**src/rtl/arith_pkg.sv**
```systemverilog
// Shared arithmetic definitions for the ripple-carry adder and the bit-serial subtractor.
package arith_pkg;

  localparam int DEFAULT_WIDTH = 8;

  typedef enum logic [1:0] {
    IDLE  = 2'd0,
    SHIFT = 2'd1,
    DONE  = 2'd2
  } sub_state_e;

endpackage

```
**src/rtl/serial_subtractor_if.sv**
```systemverilog
// Start/busy/done handshake and operand/result bundle for the bit-serial subtractor.
interface serial_subtractor_if #(
  parameter int WIDTH = arith_pkg::DEFAULT_WIDTH
);

  logic             start;
  logic [WIDTH-1:0] a;
  logic [WIDTH-1:0] b;
  logic             bin;
  logic             busy;
  logic             done;
  logic [WIDTH-1:0] diff;
  logic             bout;
  logic             ovf;

  modport master (
    output start, a, b, bin,
    input  busy, done, diff, bout, ovf
  );

  modport slave (
    input  start, a, b, bin,
    output busy, done, diff, bout, ovf
  );

endinterface

```
**src/rtl/full_subtractor.sv**
```systemverilog
// One-bit full-subtractor cell: D = A - B - Bin, with borrow out.
module full_subtractor (
  input  logic A,
  input  logic B,
  input  logic Bin,
  output logic D,
  output logic Bout
);

  logic a_xnor_b;

  assign a_xnor_b = ~(A ^ B);
  assign D        = A ^ B ^ Bin;
  assign Bout     = (~A & B) | (a_xnor_b & Bin);

endmodule

```
**src/rtl/serial_subtractor.sv**
```systemverilog
// Bit-serial two's-complement subtractor: diff = a - b - bin, one bit per clock, LSB first.
module serial_subtractor
  import arith_pkg::*;
#(
  parameter int WIDTH = DEFAULT_WIDTH
) (
  input logic                clk,
  input logic                rst_n,
  serial_subtractor_if.slave bus
);

  localparam int              CNT_W = $clog2(WIDTH);
  localparam logic [CNT_W-1:0] LAST = CNT_W'(WIDTH - 1);

  sub_state_e       state_q;
  sub_state_e       state_d;
  logic [WIDTH-1:0] ra;
  logic [WIDTH-1:0] rb;
  logic [WIDTH-1:0] rs;
  logic [WIDTH-1:0] rs_nxt;
  logic             br;
  logic [CNT_W-1:0] cnt;
  logic             d;
  logic             bo;
  logic             last_bit;
  logic [WIDTH-1:0] diff_q;
  logic             bout_q;
  logic             ovf_q;

  full_subtractor u_cell (
    .A   (ra[0]),
    .B   (rb[0]),
    .Bin (br),
    .D   (d),
    .Bout(bo)
  );

  assign last_bit = (cnt == LAST);
  // New difference bit enters at the MSB; after WIDTH shifts bit 0 sits at the LSB.
  assign rs_nxt   = WIDTH'({d, rs} >> 1);

  always_ff @(posedge clk or negedge rst_n) begin
    if (!rst_n) begin
      state_q <= IDLE;
    end else begin
      state_q <= state_d;
    end
  end

  always_comb begin
    state_d = state_q;
    case (state_q)
      IDLE:    if (bus.start) state_d = SHIFT;
      SHIFT:   if (last_bit)  state_d = DONE;
      DONE:    state_d = IDLE;
      default: state_d = IDLE;
    endcase
  end

  always_ff @(posedge clk or negedge rst_n) begin
    if (!rst_n) begin
      ra     <= '0;
      rb     <= '0;
      rs     <= '0;
      br     <= 1'b0;
      cnt    <= '0;
      diff_q <= '0;
      bout_q <= 1'b0;
      ovf_q  <= 1'b0;
    end else begin
      case (state_q)
        IDLE: begin
          if (bus.start) begin
            ra  <= bus.a;
            rb  <= bus.b;
            br  <= bus.bin;
            cnt <= '0;
          end
        end
        SHIFT: begin
          ra  <= ra >> 1;
          rb  <= rb >> 1;
          rs  <= rs_nxt;
          br  <= bo;
          cnt <= cnt + CNT_W'(1);
          // Signed overflow: borrow into the MSB differs from borrow out of it.
          if (last_bit) begin
            diff_q <= rs_nxt;
            bout_q <= bo;
            ovf_q  <= br ^ bo;
          end
        end
        default: ;
      endcase
    end
  end

  assign bus.busy = (state_q != IDLE);
  assign bus.done = (state_q == DONE);
  assign bus.diff = diff_q;
  assign bus.bout = bout_q;
  assign bus.ovf  = ovf_q;

endmodule
```
**src/flat_wrapper.sv**
```systemverilog
// flat-port wrapper written by rule: the top's interface ports become plain ports
module serial_subtractor_flat import arith_pkg::*;
#(
  parameter int WIDTH = DEFAULT_WIDTH
)
  (clk, rst_n, bus_start, bus_a, bus_b, bus_bin, bus_busy, bus_done, bus_diff, bus_bout, bus_ovf);
  serial_subtractor_if #(.WIDTH(WIDTH)) bus_i ();
  input logic clk;
  input logic rst_n;
  input wire logic [$bits(bus_i.start)-1:0] bus_start;
  input wire logic [$bits(bus_i.a)-1:0] bus_a;
  input wire logic [$bits(bus_i.b)-1:0] bus_b;
  input wire logic [$bits(bus_i.bin)-1:0] bus_bin;
  output wire logic [$bits(bus_i.busy)-1:0] bus_busy;
  output wire logic [$bits(bus_i.done)-1:0] bus_done;
  output wire logic [$bits(bus_i.diff)-1:0] bus_diff;
  output wire logic [$bits(bus_i.bout)-1:0] bus_bout;
  output wire logic [$bits(bus_i.ovf)-1:0] bus_ovf;
  assign bus_i.start = bus_start;
  assign bus_i.a = bus_a;
  assign bus_i.b = bus_b;
  assign bus_i.bin = bus_bin;
  assign bus_busy = bus_i.busy;
  assign bus_done = bus_i.done;
  assign bus_diff = bus_i.diff;
  assign bus_bout = bus_i.bout;
  assign bus_ovf = bus_i.ovf;
  serial_subtractor #(.WIDTH(WIDTH)) u_core (.clk(clk), .rst_n(rst_n), .bus(bus_i));
endmodule
```
**config.mk**
```make
export PLATFORM = sky130hd
export DESIGN_NAME = serial_subtractor_flat
export DESIGN_NICKNAME = d
export VERILOG_FILES = /design/src/rtl/arith_pkg.sv /design/src/rtl/serial_subtractor_if.sv /design/src/rtl/full_subtractor.sv /design/src/rtl/serial_subtractor.sv /design/src/flat_wrapper.sv
export SDC_FILE = /design/constraint.sdc
export NUM_CORES = 1
export LEC_CHECK = 0
export BUFFER_PORTS_ARGS = -buffer_cell sky130_fd_sc_hd__clkbuf_2
export CAP_MARGIN = 0
export CORE_ASPECT_RATIO = 0.75
export CORE_MARGIN = 2
export CORE_UTILIZATION = 54
export CTS_CLUSTER_DIAMETER = 120
export DETAILED_ROUTE_END_ITERATION = 10
export GPL_TIMING_DRIVEN = 0
export HOLD_SLACK_MARGIN = 0.08
export PLACE_DENSITY_LB_ADDON = 0.08
export SLEW_MARGIN = 20
export SYNTH_ARGS = -nofsm -noshare
export SYNTH_HDL_FRONTEND = slang
export SYNTH_HIERARCHICAL = 1
export SYNTH_SLANG_ARGS = --single-unit
```
**constraint.sdc**
```tcl
create_clock -name clk -period 2.45 [get_ports clk]
set_clock_uncertainty 0.2 [all_clocks]
set_input_delay 0.245 -clock clk [delete_from_list [all_inputs] [get_ports clk]]
set_output_delay 0.245 -clock clk [all_outputs]
set_load 0.01 [all_outputs]
```
==> metrics.txt, run 1 <==
Clock Latency Late Sink 0.29 ns; syn_area_per_cell 12.4 sq um; leak pwr 1.00 nW; PortBufs 31; area share of and/or/nand/nor cells after synthesis 0.149; Synth cell types 30; Switch Pwr just over 0.9 mW; Sw Ratio 0.342; placed wire-length estimate 2.46 mm; maximum VDD drop 0.000690 V; outcome finished, final reports clean; Slowest-stage cell, CP dfrtp_1; layout cells sized above 1 0.378; Post-Synth Adder-Cell Area 0.0250; total CTS buffers 5; Reg clk slew, reported paths 0.07 ns; first-pass GRT wire length 5.88 mm; cell taking the most area after synthesis dfrtp_1; initial antenna violation count 0; mux cell area share after synthesis 0.112; GPL Wtd Cong about 0.86; Hold Path Class primary input to flop; setup violators final 0; Post-synth EDFFs 0; largest family of logic cells by synthesized area simple AND/OR/NAND/NOR gates; vias in the first global route between 1000 and 1500; wire per inst 15.8 um; part of the power in registers 0.425; CP arrival 1.58 ns; Syn Inst Count 145; worst setup margin 0.427 ns; row count 18; Ports 32; Top FF cell, synth dfrtp_1; worst-margin pin slew 0.952 ns; sequential share of the synthesized area 0.542; Initial Utilization 0.556; Synth Register Bits 39; Max H-tree Level 2; CP peak stage delay 0.40 ns; Synth top cells by count dfrtp_1 (39), mux2_2 (17), inv_1 (16); CTS tree yes; Synth Area in Compound Gates 0.104; post-synth top area share 0.542; final period utilization 0.826; remaining antenna violation count 0; Congestion Overflow GR 0; final slew viol count 0; number of cells in the finished layout apart from fillers roughly 230; Worst Setup Start Kind flop; Synth-to-Final Area Change 19.2%; Fmax 494 MHz; largest net degree at the start of global routing 40; DRT iter0 DRCs 88; Die Span Y 54.0 um; Hold Fails Final Rpt 0; Comb power frac 0.400; clk root buf clkbuf_8; final core utilization 0.662; Crit. End Element output port; die footprint 3820 sq um; Worst Path Required 2.01 ns; Inst Count DP 216; top post-synthesis cells by area dfrtp_1 (54%), mux2_2 (11%), nor4b_1 (4.9%), a211oi_1 (4.2%), nor3b_1 (4.2%); post-place setup slack 0.557 ns; CTS sink cnt 39; Setup Fix Bufs, Post-CTS 0; Critical Path, Cell by Cell buf_4 -> clkbuf_1 -> nor2b_1 -> clkbuf_2; TNS Setup 0 ns; Synth Net Count between 150 and 200; synth warn 6; async set-or-reset flop fraction in the synthesized netlist 1.00; drc violations 0; RSZ-0062 raised after global routing false; clock share of power 0.175; CTS max path bufs 2; DIE WIDTH 70.7 um; GR Util All Layers 0.210; Max-Slew Margin vs Limit 0.365; Routed WL 3.61 mm; critical path type flop to output port; xor and xnor area share after synthesis 0.00486; DRT Pass-1 Iters 4; max_cap viols 0; count leader, synth dfrtp_1; Max FO, Critical Path 10; Int Power 1.77 mW; pwr dens ~1300 nW/um^2; core footprint 3240 sq um; Nets 210; overall via count from detail_route 1255; via/cell ratio approximately 5.5; Inserted Diodes 0; fin crit period around 2 ns; Netlist Area Pre-Place about 1800 sq um
logic make-up (layout without fill, tap and decap cells):
family | after synthesis | after routing
adders and majority gates | 3 | 3
DFF | 39 | 39
buffers and inverters | 27 | 70
AOI/OAI and AO/OA | 22 | 22
and+or+nand+nor | 35 | 35
muxes | 18 | 18
xor gates and xnor gates | 1 | 1
critical path, delay by kind of cell (launching register included):
kind | cells | cell delay, ns
buffers and inverters | 3 | 0.71
flip-flops | 1 | 0.40
AND/OR/NAND/NOR | 1 | 0.18
power groups by stage:
stage	Clock, mW	Combinational [mW]	Sequential (mW)
2_1_floorplan	0	0.736	1.14
3_3_place_gp	0	1.01	1.13
3_5_place_dp	0	1.06	1.15
4_1_cts	0.480	1.08	1.14
5_1_grt	0.511	1.19	1.18
6_report	0.469	1.08	1.14
flip-flops by register name, indices dropped and copies added (netlist names), 2 cells and up:
register         cells
u_core/rs            7
u_core/state_q       2
u_core/bus.diff      8
u_core/rb            8
u_core/ra            8
u_core/cnt           3
cell usage in the layout, fill, tap and decap left out, types with 2 or more instances in the layout:
master	instances
ha_1	2
nand2_1	2
dfrtp_1	39
clkbuf_2	31
inv_1	16
dlygate4sd3_1	4
buf_2	7
or4b_2	2
a22o_1	2
o221a_2	4
clkbuf_1	4
mux2_2	17
nor2b_1	2
or4b_1	2
clkbuf_8	7
nor3b_1	10
nor4b_1	10
a211oi_1	10
nand2b_1	3
per-layer routing:
metal	part of all wire	track usage	up-vias	wire [um]
li1	-	-	605	-
met1	0.50	0.282	624	1820
met2	0.45	0.322	23	1640
met3	0.037	0.0768	3	134
met4	0.0053	0.0629	0	19
met5	0	0	-	0
through the flow:
step	cell area, sq um	hold WS [ns]	total power [mW]
after global routing	2150	0.102	2.88
after floorplan	1800	-0.251	1.88
after global placement	2010	0.223	2.15
after detailed placement	2010	0.236	2.22
after CTS	2150	0.108	2.70
final	2150	0.108	2.69
final cells by class:
class / count / area [sq um]
Clock buffer: 8 / 100
Tap cell: 40 / 50.0
Sequential cell: 39 / 976
Buffer: 11 / 53.8
Fill cell: 255 / 1100
Timing Repair Buffer: 35 / 195
Inverter: 16 / 60.1
Multi-Input combinational cell: 79 / 712
repair_timing:
action,4_1_cts,5_1_grt
hold buffers,4,0
endpoints found under the hold margin,42,0
gates resized for setup,0,0
path summary, 6_finish.rpt:
| check | cells past startpoint | to | from | slack [ns] |
|---|---|---|---|---|
| worst max-delay path | 4 | bus_done | u_core/state_q[1] | 0.43 |
| worst min-delay path | 3 | u_core/ra[0] | bus_a[0] | 0.11 |
| worst max register to register | 5 | u_core/bus.diff[1] | u_core/cnt[0] | 0.52 |
| worst min register to register | 1 | u_core/cnt[0] | u_core/cnt[0] | 0.31 |
| max in group asynchronous | 2 | u_core/rb[5] | rst_n | 1.04 |
| min in group asynchronous | 2 | u_core/cnt[1] | rst_n | 0.43 |
Power figures use the tool's default switching activity.
==> inputs of run 2 (changes only) <==
--- a/config.mk
+++ b/config.mk
@@ -5,11 +5,12 @@
 export SDC_FILE = /design/constraint.sdc
 export NUM_CORES = 1
 export LEC_CHECK = 0
+export ABC_AREA = 1
 export BUFFER_PORTS_ARGS = -buffer_cell sky130_fd_sc_hd__clkbuf_2
 export CAP_MARGIN = 0
 export CORE_ASPECT_RATIO = 0.75
 export CORE_MARGIN = 2
-export CORE_UTILIZATION = 54
+export CORE_UTILIZATION = 55
 export CTS_CLUSTER_DIAMETER = 120
 export DETAILED_ROUTE_END_ITERATION = 10
 export GPL_TIMING_DRIVEN = 0
==> constraint.sdc (replaced) <==
create_clock -name clk -period 2 [get_ports clk]
set_clock_uncertainty 0.2 [all_clocks]
set_input_delay 0.2 -clock clk [delete_from_list [all_inputs] [get_ports clk]]
set_output_delay 0.2 -clock clk [all_outputs]
set_load 0.01 [all_outputs]
==> run 2 against run 1 <==
  * Wire length shrank 0.83%
  * Global-route usage about the same
  * Via count increased by 18%
  * Setup slack got worse by 0.35 ns
  * Power up 31%
  * Cell count up 44%
  * Critical path depth up 2
  * Worst hold slack improved by 0.065 ns
  * Core utilization rose by 7.4 points
  * Register-to-register slack worse by 0.44 ns
  * Combinational power grew 30%
  * Synthesized cell count grew 58%
  * Largest power group is now combinational logic
==> metrics.txt, run 2 <==
fin crit period 1.92 ns; RSZ-0062 raised after global routing false; leak pwr between 1 and 1.5 nW; Max FO, Critical Path 10; part of the power in registers 0.382; Max H-tree Level 2; GPL Wtd Cong 0.772; vias in the first global route 1369; xor and xnor area share after synthesis 0.00474; post-place setup slack 0.450 ns; setup violators final 0; cell taking the most area after synthesis dfrtp_1; Synth-to-Final Area Change 29.3%; drc violations 0; CP arrival 1.95 ns; core footprint 3240 sq um; count leader, synth nand2_1; CTS tree yes; via/cell ratio ~4.5; Fmax 520 MHz; fill count roughly 250; Switch Pwr 1.30 mW; Synth Net Count 252; top post-synthesis cells by area dfrtp_1 (53%), nand2_1 (20%), inv_1 (7.9%), nand3_1 (4.1%), o21ai_2 (3.3%); Initial Utilization 0.569; most common cell after layout, fill and taps aside nand2_1; Hold Fails Final Rpt 0; Int Power 2.20 mW; sequential share of the synthesized area 0.528; Synth Area in Compound Gates 0.0657; Reg clk slew, reported paths about 0.070 ns; Synth cell types 19; async set-or-reset flop fraction in the synthesized netlist 1.00; post-route cell area 2390 sq um; CTS sink cnt 39; WP buf/inv 3; DIE WIDTH roughly 70 um; Critical Path, Cell by Cell buf_4 -> o21ai_1 -> buf_4 -> nand2_1 -> o21ai_0 -> dlygate4sd3_1; Die Span Y 54.2 um; post-synth top area share 0.528; max_cap viols 0; area share of and/or/nand/nor cells after synthesis 0.264; DRT Pass-1 Iters 4; Netlist Area Pre-Place 1850 sq um; placed wire-length estimate ~2.3 mm; largest family of logic cells by synthesized area simple AND/OR/NAND/NOR gates; Max-Slew Margin vs Limit 0.380; Slowest-stage cell, CP dlygate4sd3_1; Inserted Diodes 0; wire per inst 10.9 um; initial antenna violation count 0; GR Util All Layers 0.210; CP peak stage delay 0.56 ns; DRT iter0 DRCs 57; total CTS buffers 5; Routed WL between 3 and 4 mm; Congestion Overflow GR 0; area post-placement between 2000 and 2500 sq um; Synth top cells by count nand2_1 (96), dfrtp_1 (39), inv_1 (39); Ports 32; die footprint 3840 sq um; TNS Setup 0 ns; crit-path most repeated cell buf_4; remaining antenna violation count 0; overall via count from detail_route between 1000 and 1500; Pwr Total 3.51 mW; maximum VDD drop 0.000904 V; first-pass GRT wire length 5.98 mm; Syn Inst Count 229; Top FF cell, synth dfrtp_1; clk root buf clkbuf_8; syn_area_per_cell between 8 and 9 sq um; Clock Latency Late Sink about 0.29 ns; Largest delay share family, worst path buffers and inverters; CTS max path bufs 2; PortBufs 31; Comb power frac 0.400; critical path type flop to flop; Synth Register Bits 39; Worst Setup Start Kind flop; Hold Path Class primary input to flop; synth warn 6; Crit. End Element flop; final slew viol count 0; worst-margin pin slew 0.930 ns; Sw Ratio 0.372; Worst Path Required 2.02 ns; Post-synth EDFFs 0; outcome finished, final reports clean; largest net degree at the start of global routing 40; clock share of power 0.218; layout cells sized above 1 0.205; mux cell area share after synthesis 0; pwr dens 1470 nW/um^2; most frequent cells in the layout nand2_1 (96), inv_1 (39), dfrtp_1 (39); Hold Worst Slack 0.173 ns; worst setup margin between 0.07 and 0.08 ns; Post-Synth Adder-Cell Area 0.0244; row count 18; final period utilization 0.962; Nets 310
==> run 2: cell types whose count changed after synthesis, moves of 4 or more <==
cell	previous run	this run
a211oi_1	10	0
inv_1	16	39
mux2_2	17	0
nand2_1	2	96
nand3_1	0	15
nor3b_1	10	0
nor4b_1	10	0
o21ai_0	0	9
o21ai_2	0	7
o221a_2	4	0
==> run 2: final cells by class <==
class / count / area (sq um) / share of cell area
buffer: 8 / 57.6 / 0.0241
clock buffer: 6 / 72.6 / 0.0304
clock inverter: 2 / 60.1 / 0.0252
inverter: 41 / 154 / 0.0645
multi-input combinational: 141 / 662 / 0.277
sequential: 39 / 976 / 0.409
tap: 40 / 50.0 / 0.0210
timing repair buffer: 51 / 355 / 0.149
==> run 2: what timing repair did <==
item                       in CTS  in global routing
resized for setup               0                  2
setup buffers                   0                  0
setup endpoints to repair       0                  2
hold buffers                   20                  0
hold endpoints to repair       56                  0
==> run 2: per-layer routing <==
layer,track usage,vias to the layer above,part of all wire
met3,0.0674,2,0.034
met5,0,-,0
li1,-,796,-
met2,0.346,28,0.48
met4,0.0692,0,0.0025
met1,0.268,657,0.48
==> run 2: per-stage QoR <==
step / utilization / instances
3_3_place_gp: 0.633 / 300
4_1_cts: 0.735 / 328
6_report: 0.736 / 328
3_5_place_dp: 0.633 / 300
2_1_floorplan: - / 229
5_1_grt: 0.736 / 328
==> run 2: power by group through the flow <==
stage | clock network (mW) | logic [mW] | registers [mW]
finish | 0.763 | 1.40 | 1.34
global route | 0.817 | 1.64 | 1.39
CTS | 0.784 | 1.42 | 1.34
detailed placement | 0 | 1.38 | 1.35
global placement | 0 | 1.35 | 1.34
floorplan | 0 | 0.994 | 1.36
==> run 2: logic make-up (layout without fill, tap and decap cells) <==
group	Yosys count	count (layout)
adders and majority gates	3	3
DFF	39	39
buffers and inverters	49	108
AOI/OAI and AO/OA	19	19
xor gates and xnor gates	1	1
and+or+nand+nor	118	118
==> run 2: worst reg2reg max path, stage by stage (launching register included) <==
cell and delay [ns]:
dfrtp_1 0.43, buf_4 0.19, o21ai_1 0.16, buf_4 0.19, nand2_1 0.07, o21ai_0 0.06, dlygate4sd3_1 0.56
==> run 2: path summary, 6_finish.rpt <==
check,from,endpoint,slack [ns],cells after the start
setup reg to reg,u_core/state_q[0],u_core/ra[7],0.08,6
hold reg to reg,u_core/bus.diff[5],u_core/bus.diff[5],0.27,2
min in group asynchronous,rst_n,u_core/rb[3],0.38,2
hold / removal,bus_start,u_core/rb[5],0.17,5
max in group asynchronous,rst_n,u_core/ra[2],0.64,2
setup / recovery,u_core/state_q[0],u_core/ra[7],0.08,6
==> inputs of run 3 (changes only) <==
--- a/config.mk
+++ b/config.mk
@@ -8,14 +8,14 @@
 export ABC_AREA = 1
 export BUFFER_PORTS_ARGS = -buffer_cell sky130_fd_sc_hd__clkbuf_2
 export CAP_MARGIN = 0
-export CORE_ASPECT_RATIO = 0.75
+export CORE_ASPECT_RATIO = 0.8
 export CORE_MARGIN = 2
 export CORE_UTILIZATION = 55
 export CTS_CLUSTER_DIAMETER = 120
 export DETAILED_ROUTE_END_ITERATION = 10
 export GPL_TIMING_DRIVEN = 0
 export HOLD_SLACK_MARGIN = 0.08
-export PLACE_DENSITY_LB_ADDON = 0.08
+export PLACE_DENSITY = 0.83
 export SLEW_MARGIN = 20
 export SYNTH_ARGS = -nofsm -noshare
 export SYNTH_HDL_FRONTEND = slang
==> run 3 against run 2 <==
  * Clock power rose by 2%
  * Flip-flop and latch count did not move
  * Non-clock buffer count increased by 2
  * Via count grew 7.9%
  * Setup slack better by 0.0097 ns
  * Core utilization grew 2.6 points
  * Worst hold slack worse by 0.0027 ns
  * First-iteration DRC count grew 82%
  * Die area hardly changed
  * Sequential power is essentially flat
  * Register-to-register slack barely moved
==> metrics.txt, run 3 (synthesis gave the netlist of run 2 again) <==
number of cells in the finished layout apart from fillers between 300 and 400; fin crit period 1.91 ns; overall via count from detail_route 1600; most frequent cells in the layout nand2_1 (96), inv_1 (39), dfrtp_1 (39); reg-to-reg startpoint u_core/state_q[0]; Inserted Diodes 0; CP arrival 1.95 ns; Worst Path Required 2.04 ns; max_cap viols 0; outcome finished, final reports clean; crit-path most repeated cell buf_4; placed wire-length estimate 2.55 mm; clk root buf clkbuf_8; TNS Setup 0 ns; Fmax 522 MHz; Worst path depth 6; Pwr Total 3.60 mW; Reg clk slew, reported paths 0.07 ns; DIE WIDTH 68.8 um; Setup crit start u_core/state_q[0]; Worst R2R Path Depth 6; fill count roughly 230; Routed WL 3.99 mm; pwr dens about 1500 nW/um^2; PortBufs 31; GR Util All Layers 0.238; Max-Slew Margin vs Limit 0.373; Largest delay share family, worst path buffers and inverters; CTS max path bufs 2; Clock Latency Late Sink roughly 0.30 ns; Critical Path, Cell by Cell buf_4 -> o21ai_1 -> buf_4 -> nand2_1 -> o21ai_0 -> dlygate4sd3_1; CP endpoint u_core/rb[7]; row count 18; initial antenna violation count 0; Hold Fails Final Rpt 0; first-pass GRT wire length 6.69 mm; Ports 32; GPL Wtd Cong 0.746; wire per inst 12.1 um; Storage cell area 976 sq um; largest net degree at the start of global routing 40; Max FO, Critical Path 10; final period utilization 0.957; drc violations 0; R2R setup slack ~0.085 ns; core footprint roughly 3200 sq um; Crit. End Element flop; setup violators final 0; layout cells sized above 1 0.210; Max H-tree Level 2; Die Span Y approximately 56 um; RR Endpoint u_core/rb[7]; Nets 312; final slew viol count 0; die footprint 3840 sq um; Hold Path Class primary input to flop; multi-input logic area roughly 660 sq um; DRT iter0 DRCs 104; critical path type flop to flop; RSZ-0062 raised after global routing false; Slowest-stage cell, CP dlygate4sd3_1; CTS sink cnt 39; maximum VDD drop about 0.001 V; via/cell ratio 4.85; Worst Setup Start Kind flop; WP buf/inv 3; total CTS buffers 5; worst-margin pin slew approximately 0.94 ns; DRT Pass-1 Iters 4; Initial Utilization 0.586; CTS tree yes; most common cell after layout, fill and taps aside nand2_1; CP peak stage delay 0.56 ns; Congestion Overflow GR 0; leak pwr 1.37 nW; Inst Count DP 300; vias in the first global route 1539; remaining antenna violation count 0; Synth-to-Final Area Change 30.1%
-- run 3: cell types whose count changed in the layout (fill, tap and decap cells not counted) --
cell,delta
buf_4,+2
-- run 3: worst min path at each step --
stage / from / depth (start not counted) / end
detailed placement: rst_n / 1 / u_core/ra[3]
floorplan: rst_n / 0 / u_core/br
global route: bus_start / 5 / u_core/rb[1]
finish: bus_start / 5 / u_core/rb[1]
CTS: bus_start / 5 / u_core/rb[2]
global placement: rst_n / 1 / u_core/ra[3]
-- run 3: where the power goes --
group	total [mW]	switching [mW]	internal [mW]	leakage [nW]
combinational	1.47	0.896	0.576	0.824
clock	0.776	0.277	0.498	0.0654
sequential	1.35	0.206	1.15	0.485
-- run 3: area by class of cell --
class,instances,share of cell area
Buffer,8,0.0240
Clock buffer,6,0.0302
Clock inverter,2,0.0250
Inverter,41,0.0641
Multi-Input combinational cell,141,0.276
Sequential cell,39,0.406
Tap cell,40,0.0208
Timing Repair Buffer,53,0.154
-- run 3: per-layer routing --
layer | GRT usage | share of wire | vias up
met5 | 0 | 0 | -
met4 | 0.120 | 0.032 | 0
met3 | 0.0547 | 0.042 | 14
met2 | 0.375 | 0.48 | 41
met1 | 0.302 | 0.44 | 746
li1 | - | - | 799
-- run 3: per-stage QoR --
stage	util	instance area, sq um	setup slack, ns	hold slack, ns
2_1_floorplan	-	1850	0.592	-0.296
3_3_place_gp	0.651	2050	0.498	0.193
3_5_place_dp	0.651	2050	0.457	0.192
4_1_cts	0.756	2380	0.0306	0.194
5_1_grt	0.762	2400	0.00456	0.193
6_report	0.762	2400	0.0852	0.171
-- run 3: worst min-delay path: cells and delay by family --
kind                   cells  cell delay [ns]
AOI/OAI and AO/OA          1             0.08
buffers and inverters      2             0.26
and+or+nand+nor            2             0.11
-- run 3: timing repair --
action / 4_1_cts / 5_1_grt
gates resized for setup: 0 / 2
hold buffers: 20 / 0
buffers inserted: 0 / 2
setup endpoints to repair: 0 / 2
endpoints found under the hold margin: 56 / 0
